<file path="src/rtl/imm_instr_encoder_pkg.sv">
// ---------------------------------------------------------------------------
// imm_instr_encoder_pkg
// Shared definitions for the immediate instruction encoder:
//   - opcode constants for the class-00 instructions (JMP, LDI)
//   - immediate class constants (imm_src encodings)
//   - error codes reported on err_code
//   - the loader FSM state enum
// ---------------------------------------------------------------------------
package imm_instr_encoder_pkg;

  localparam logic [3:0] OP_JMP   = 4'b1010;
  localparam logic [3:0] OP_LDI   = 4'b1101;

  localparam logic [1:0] IMM_J_L  = 2'b00;
  localparam logic [1:0] IMM_MEM  = 2'b01;
  localparam logic [1:0] IMM_SH   = 2'b10;
  localparam logic [1:0] IMM_ADDI = 2'b11;

  localparam logic [1:0] ERR_NONE  = 2'b00;
  localparam logic [1:0] ERR_RANGE = 2'b01;
  localparam logic [1:0] ERR_OPC   = 2'b10;
  localparam logic [1:0] ERR_OVF   = 2'b11;

  typedef enum logic [1:0] {
    ST_IDLE  = 2'b00,
    ST_RUN   = 2'b01,
    ST_WRITE = 2'b10,
    ST_ERR   = 2'b11
  } state_t;

endpackage

</file>
<file path="src/rtl/imm_instr_encoder_imm_field_packer.sv">
// ---------------------------------------------------------------------------
// imm_field_packer
// Purely combinational: merges opcode and immediate into a base word and
// reports whether the immediate survives a decode round-trip.
// Ports:
//   opcode       in  [3:0]  placed at word[15:12]
//   imm_src      in  [1:0]  immediate class
//   imm_in       in  [7:0]  signed immediate
//   base_word    in  [15:0] register/other fields
//   word_out     out [15:0] packed instruction
//   err_code_out out [1:0]  ERR_NONE, ERR_RANGE or ERR_OPC
// ---------------------------------------------------------------------------
module imm_field_packer
  import imm_instr_encoder_pkg::*;
(
  input  logic        [3:0]  opcode,
  input  logic        [1:0]  imm_src,
  input  logic signed [7:0]  imm_in,
  input  logic        [15:0] base_word,
  output logic        [15:0] word_out,
  output logic        [1:0]  err_code_out
);

  always_comb begin
    word_out         = base_word;
    word_out[15:12]  = opcode;
    err_code_out     = ERR_NONE;
    case (imm_src)
      IMM_J_L: begin
        if (opcode == OP_JMP) begin
          word_out[8:1] = imm_in;
        end else if (opcode == OP_LDI) begin
          word_out[11:4] = imm_in;
        end else begin
          err_code_out = ERR_OPC;
        end
      end
      IMM_MEM: begin
        // 6-bit signed field: the top three bits must all match the field sign.
        word_out[5:0] = imm_in[5:0];
        if (imm_in[7:5] != {3{imm_in[5]}}) err_code_out = ERR_RANGE;
      end
      IMM_SH: begin
        word_out[5:3] = imm_in[2:0];
        if (imm_in[7:3] != 5'd0) err_code_out = ERR_RANGE;
      end
      default: begin
        // ADDI: the decoder sign-extends from word bit 1 (imm_in[0]), so
        // imm_in[7:5] must replicate imm_in[0] to round-trip.
        word_out[5:1] = imm_in[4:0];
        if (imm_in[7:5] != {3{imm_in[0]}}) err_code_out = ERR_RANGE;
      end
    endcase
  end

endmodule

</file>
<file path="src/rtl/imm_instr_encoder.sv">
// ---------------------------------------------------------------------------
// imm_instr_encoder
// Packs opcode/immediate field bundles into 16-bit instructions and streams
// them into instruction memory at auto-incrementing addresses.
// Ports:
//   clk, rst            clock, asynchronous active-high reset
//   start, start_addr   begin a load session at start_addr (IDLE/ERR only)
//   s_valid/s_ready     field bundle handshake; s_last marks final word
//   opcode, imm_src, imm_in, base_word   field bundle
//   mem_we, mem_addr, mem_wdata          instruction memory write port
//   done                one-cycle pulse after the last word is written
//   err, err_code       sticky error and its cause
//   word_count          words written this session
// ---------------------------------------------------------------------------
module imm_instr_encoder
  import imm_instr_encoder_pkg::*;
#(
  parameter int ADDR_W = 8,
  parameter int DEPTH  = 256
) (
  input  logic              clk,
  input  logic              rst,
  input  logic              start,
  input  logic [ADDR_W-1:0] start_addr,
  input  logic              s_valid,
  output logic              s_ready,
  input  logic              s_last,
  input  logic [3:0]        opcode,
  input  logic [1:0]        imm_src,
  input  logic [7:0]        imm_in,
  input  logic [15:0]       base_word,
  output logic              mem_we,
  output logic [ADDR_W-1:0] mem_addr,
  output logic [15:0]       mem_wdata,
  output logic              done,
  output logic              err,
  output logic [1:0]        err_code,
  output logic [ADDR_W:0]   word_count
);

  localparam logic [ADDR_W-1:0] LAST_ADDR = ADDR_W'(DEPTH - 1);

  state_t              state_q, state_d;
  logic [ADDR_W-1:0]   addr_q, addr_d;
  logic [ADDR_W:0]     word_count_q, word_count_d;
  logic                err_q, err_d;
  logic [1:0]          err_code_q, err_code_d;
  logic                mem_we_q, mem_we_d;
  logic [ADDR_W-1:0]   mem_addr_q, mem_addr_d;
  logic [15:0]         mem_wdata_q, mem_wdata_d;
  logic                done_q, done_d;
  logic                last_q, last_d;

  logic signed [7:0]   imm_s;
  logic [15:0]         packed_word;
  logic [1:0]          pack_err;

  assign imm_s = imm_in;

  imm_field_packer u_packer (
    .opcode       (opcode),
    .imm_src      (imm_src),
    .imm_in       (imm_s),
    .base_word    (base_word),
    .word_out     (packed_word),
    .err_code_out (pack_err)
  );

  always_comb begin
    state_d      = state_q;
    addr_d       = addr_q;
    word_count_d = word_count_q;
    err_d        = err_q;
    err_code_d   = err_code_q;
    mem_we_d     = 1'b0;
    mem_addr_d   = mem_addr_q;
    mem_wdata_d  = mem_wdata_q;
    done_d       = 1'b0;
    last_d       = last_q;

    case (state_q)
      ST_IDLE, ST_ERR: begin
        if (start) begin
          state_d      = ST_RUN;
          addr_d       = start_addr;
          word_count_d = '0;
          err_d        = 1'b0;
          err_code_d   = ERR_NONE;
        end
      end
      ST_RUN: begin
        if (s_valid) begin
          if (pack_err != ERR_NONE) begin
            state_d    = ST_ERR;
            err_d      = 1'b1;
            err_code_d = pack_err;
          end else begin
            state_d     = ST_WRITE;
            mem_we_d    = 1'b1;
            mem_addr_d  = addr_q;
            mem_wdata_d = packed_word;
            last_d      = s_last;
          end
        end
      end
      ST_WRITE: begin
        word_count_d = word_count_q + 1'b1;
        // Address saturates at the top of memory instead of wrapping.
        if (addr_q != LAST_ADDR) addr_d = addr_q + 1'b1;
        if (last_q) begin
          state_d = ST_IDLE;
          done_d  = 1'b1;
        end else if (addr_q == LAST_ADDR) begin
          state_d    = ST_ERR;
          err_d      = 1'b1;
          err_code_d = ERR_OVF;
        end else begin
          state_d = ST_RUN;
        end
      end
      default: state_d = ST_IDLE;
    endcase
  end

  always_ff @(posedge clk or posedge rst) begin
    if (rst) begin
      state_q      <= ST_IDLE;
      addr_q       <= '0;
      word_count_q <= '0;
      err_q        <= 1'b0;
      err_code_q   <= ERR_NONE;
      mem_we_q     <= 1'b0;
      mem_addr_q   <= '0;
      mem_wdata_q  <= '0;
      done_q       <= 1'b0;
      last_q       <= 1'b0;
    end else begin
      state_q      <= state_d;
      addr_q       <= addr_d;
      word_count_q <= word_count_d;
      err_q        <= err_d;
      err_code_q   <= err_code_d;
      mem_we_q     <= mem_we_d;
      mem_addr_q   <= mem_addr_d;
      mem_wdata_q  <= mem_wdata_d;
      done_q       <= done_d;
      last_q       <= last_d;
    end
  end

  assign s_ready    = (state_q == ST_RUN);
  assign mem_we     = mem_we_q;
  assign mem_addr   = mem_addr_q;
  assign mem_wdata  = mem_wdata_q;
  assign done       = done_q;
  assign err        = err_q;
  assign err_code   = err_code_q;
  assign word_count = word_count_q;

endmodule

</file>
<file path="config.mk">
export PLATFORM = sky130hd
export DESIGN_NAME = imm_instr_encoder
export DESIGN_NICKNAME = d
export VERILOG_FILES = /design/src/rtl/imm_instr_encoder_pkg.sv /design/src/rtl/imm_instr_encoder_imm_field_packer.sv /design/src/rtl/imm_instr_encoder.sv
export SDC_FILE = /design/constraint.sdc
export NUM_CORES = 1
export LEC_CHECK = 0
export CAP_MARGIN = 30
export CORE_UTILIZATION = 47
export CTS_CLUSTER_DIAMETER = 60
export DETAILED_ROUTE_END_ITERATION = 10
export HOLD_SLACK_MARGIN = 0.02
export PLACE_DENSITY = 0.79
export SYNTH_ARGS = -nofsm -noshare
export SYNTH_HDL_FRONTEND = slang
export SYNTH_SLANG_ARGS = --single-unit
</file>
<file path="constraint.sdc">
create_clock -name clk -period 2.38 [get_ports clk]
set_input_delay 0.357 -clock clk [delete_from_list [all_inputs] [get_ports clk]]
set_output_delay 0.357 -clock clk [all_outputs]
set_load 0.1 [all_outputs]
</file>
==> run summary, run 1 <==
gp weighted congestion: 0.976
maximum vdd drop: 1.28 mV
clk sink count: 49
number of core rows: 27
Yosys reg bits: 49
Hold Buf Count CTS: 0
per-cell routed wire length: 14.4 microns
synth cell count leaders: dfrtp_1 (49), a21oi_1 (27), nor2_1 (26)
antenna cell count: 0
Final Critical Period: 2220 ps
R2R depth: 6
first-pass GRT wire length: 11100 microns
Largest delay share family, worst path: buffers and inverters
Post-synth EDFFs: 0
drc violations: 0
Layout Utilization: 66.9%
FF-to-FF End: err_code[1]
WP depth: 8
Pwr Density: 1470 nW/um^2
I/O pins: 82
reported max-cap violation count: 0
crit start category: primary input
Routed Antenna Nets: 0
clock buffer depth: 2
share of cells above drive strength 1: 24.2%
hold crit path type: in -> async
largest net degree at the start of global routing: 29
average cell area after synthesis: 9.43 sq um
fin nets: 432
Worst Path Required: 2560 ps
area grow syn2layout: 36.5%
Crit path largest cell delay: 440 ps
vias in the first global route: 2416
FMAX: 0.451 GHz
crit path DAT: 2400 ps
status: completed
setup_tns: 0 ps
DR vias: 2496
Worst-Skew Late Latency: 300 ps
dpl hpwl: 4990 microns
post_cts resized: 0
Tcrit/Tclk final: 93.2%
Fillers: 468
CTS H-Tree Depth: 2
ys async rst share: 100%
share of the synthesized area in the top cell type: 45.2%
top post-synthesis cells by area: dfrtp_1 (45%), a21oi_1 (5.0%), mux2_1 (3.7%), nor2_1 (3.6%), nand2_1 (3.3%)
Placed Area: 3630 sq um
clock root buffer: clkbuf_8
Mapped Cells: 288
Die Span Y: 78.0 microns
initial antenna violation count: 0
top-count cell post-synth: dfrtp_1
gr ovfl total: 0
Slew headroom: 61.1%
worst slew pin tran: 577 ps
WS Path Type: in -> reg
RSZ-0062 raised after global routing: no
leading area contributor after synthesis: dfrtp_1
ys flop type: dfrtp_1
Finished Layout Cells: 456
Mapped Nets: 336
CP Capture Type: flip-flop
TritonCTS clock tree: yes
CP Max Fanout: 21
Buf/Inv on CP: 3
sequential share of the synthesized area: 45.2%
Yosys Warn Count: 0
design area: 3710 sq um
Reg-to-Reg Start: addr_q[0]
Vias/cell: 5.47
clk slew on worst S/H paths: 90 ps
Setup Fix Bufs, Post-CTS: 0
final setup vio count: 0
LEAKAGE: 1.67 nW
gr usage total: 23.0%
core area: 5540 sq um
clk_skew: 11.4 ps
Post-Syn Area: 2720 sq um
Routed WL: 6590 microns
drt pass-1 iters: 5
Final Hold Viols: 0
CP max stage cell: clkdlybuf4s50_1
die width: 78.0 microns
Cell Chain, Critical Path: clkdlybuf4s50_1 -> inv_1 -> ha_1 -> nor4b_1 -> o32ai_2 -> nor4_4 -> buf_12 -> mux2_1
dpl cells: 449
Synth cell types: 49
Die Area: 6080 sq um
Num CTS Buffers: 5
Hold WS: 424 ps
r2r setup slk: 300 ps
Max Slew Vio Count: 0
Initial Utilization: 49.0%
# port buffers: 77
Iter 0 DRT Violations: 148
-- placed cells by master, fill, tap and decap left out, types with 7 or more instances in the layout --
cell type / instances
nor3_1: 7
nand2_1: 24
o21ai_0: 15
a21oi_1: 27
mux2_1: 9
dfrtp_1: 49
clkdlybuf4s50_1: 38
nor2_1: 26
inv_1: 19
nand3_1: 12
buf_4: 66
o22ai_1: 10
-- logic make-up (layout without fill, tap and decap cells) --
family | count (synthesis) | count (layout) | synth area share [%]
fa+ha+maj | 5 | 5 | 2.30
mux | 22 | 22 | 9.17
compound gates | 84 | 84 | 20.5
flops | 49 | 49 | 45.2
buf+inv | 36 | 132 | 5.62
xor+xnor | 1 | 1 | 0.323
simple gates | 91 | 91 | 17.0
-- metrics by stage --
step	setup slack, ps	power (W)
floorplan	253	0.00411
global placement	-89.3	0.00490
detailed placement	-156	0.00499
CTS	149	0.00548
global route	10.2	0.00574
finish	163	0.00545
-- worst max-delay path by stage --
stage,slack (ps),endpoint,startpoint
3_3_place_gp,-90,mem_wdata[12],imm_in[5]
2_1_floorplan,250,word_count[6],word_count[0]
3_5_place_dp,-160,mem_wdata[14],imm_in[5]
6_report,160,mem_addr[2],imm_in[5]
4_1_cts,150,mem_addr[2],imm_in[5]
5_1_grt,10,mem_addr[2],imm_in[5]
-- flip-flops by register name (all words and copies together), names as in the netlist --
name	cells
addr_q	8
done	1
err	1
err_code	2
last_q	1
mem_addr	8
mem_wdata	16
mem_we	1
state_q	2
word_count	9
-- layout make-up --
class                   instances  area, sq um  share of cell area (%)
multi-input cells             203         1340                    36.1
flip-flops and latches         49         1230                    33.1
repair buffers                105          896                    24.2
well taps                      72         90.1                    2.43
inverters                      20         75.1                    2.02
clock buffers                   6         72.6                    1.96
clock inverters                 1         8.76                   0.236
-- where the power goes --
group / leakage, nW / switching (W) / internal [W]
sequential: 0.597 / 0.000246 / 0.00117
combinational: 1.04 / 0.00264 / 0.000927
clock: 0.0412 / 0.000266 / 0.000204
total: 1.67 / 0.00315 / 0.00230
-- metal layers --
metal,routed length (microns),track usage [%],up-vias
li1,-,-,1231
met1,3000,31.5,1186
met2,3220,38.1,73
met3,299,3.65,6
met4,70,6.11,0
met5,0,0,-
Power figures use the tool's default switching activity.
==> run 2, diff against run 1 <==
--- a/config.mk
+++ b/config.mk
@@ -11,6 +11,8 @@
 export DETAILED_ROUTE_END_ITERATION = 10
 export HOLD_SLACK_MARGIN = 0.02
 export PLACE_DENSITY = 0.79
+export SKIP_CTS_REPAIR_TIMING = 1
+export SKIP_LAST_GASP = 1
 export SYNTH_ARGS = -nofsm -noshare
 export SYNTH_HDL_FRONTEND = slang
 export SYNTH_SLANG_ARGS = --single-unit
==> results of run 2 <==
Final layout, timing and power as in run 1 (identical DEF).
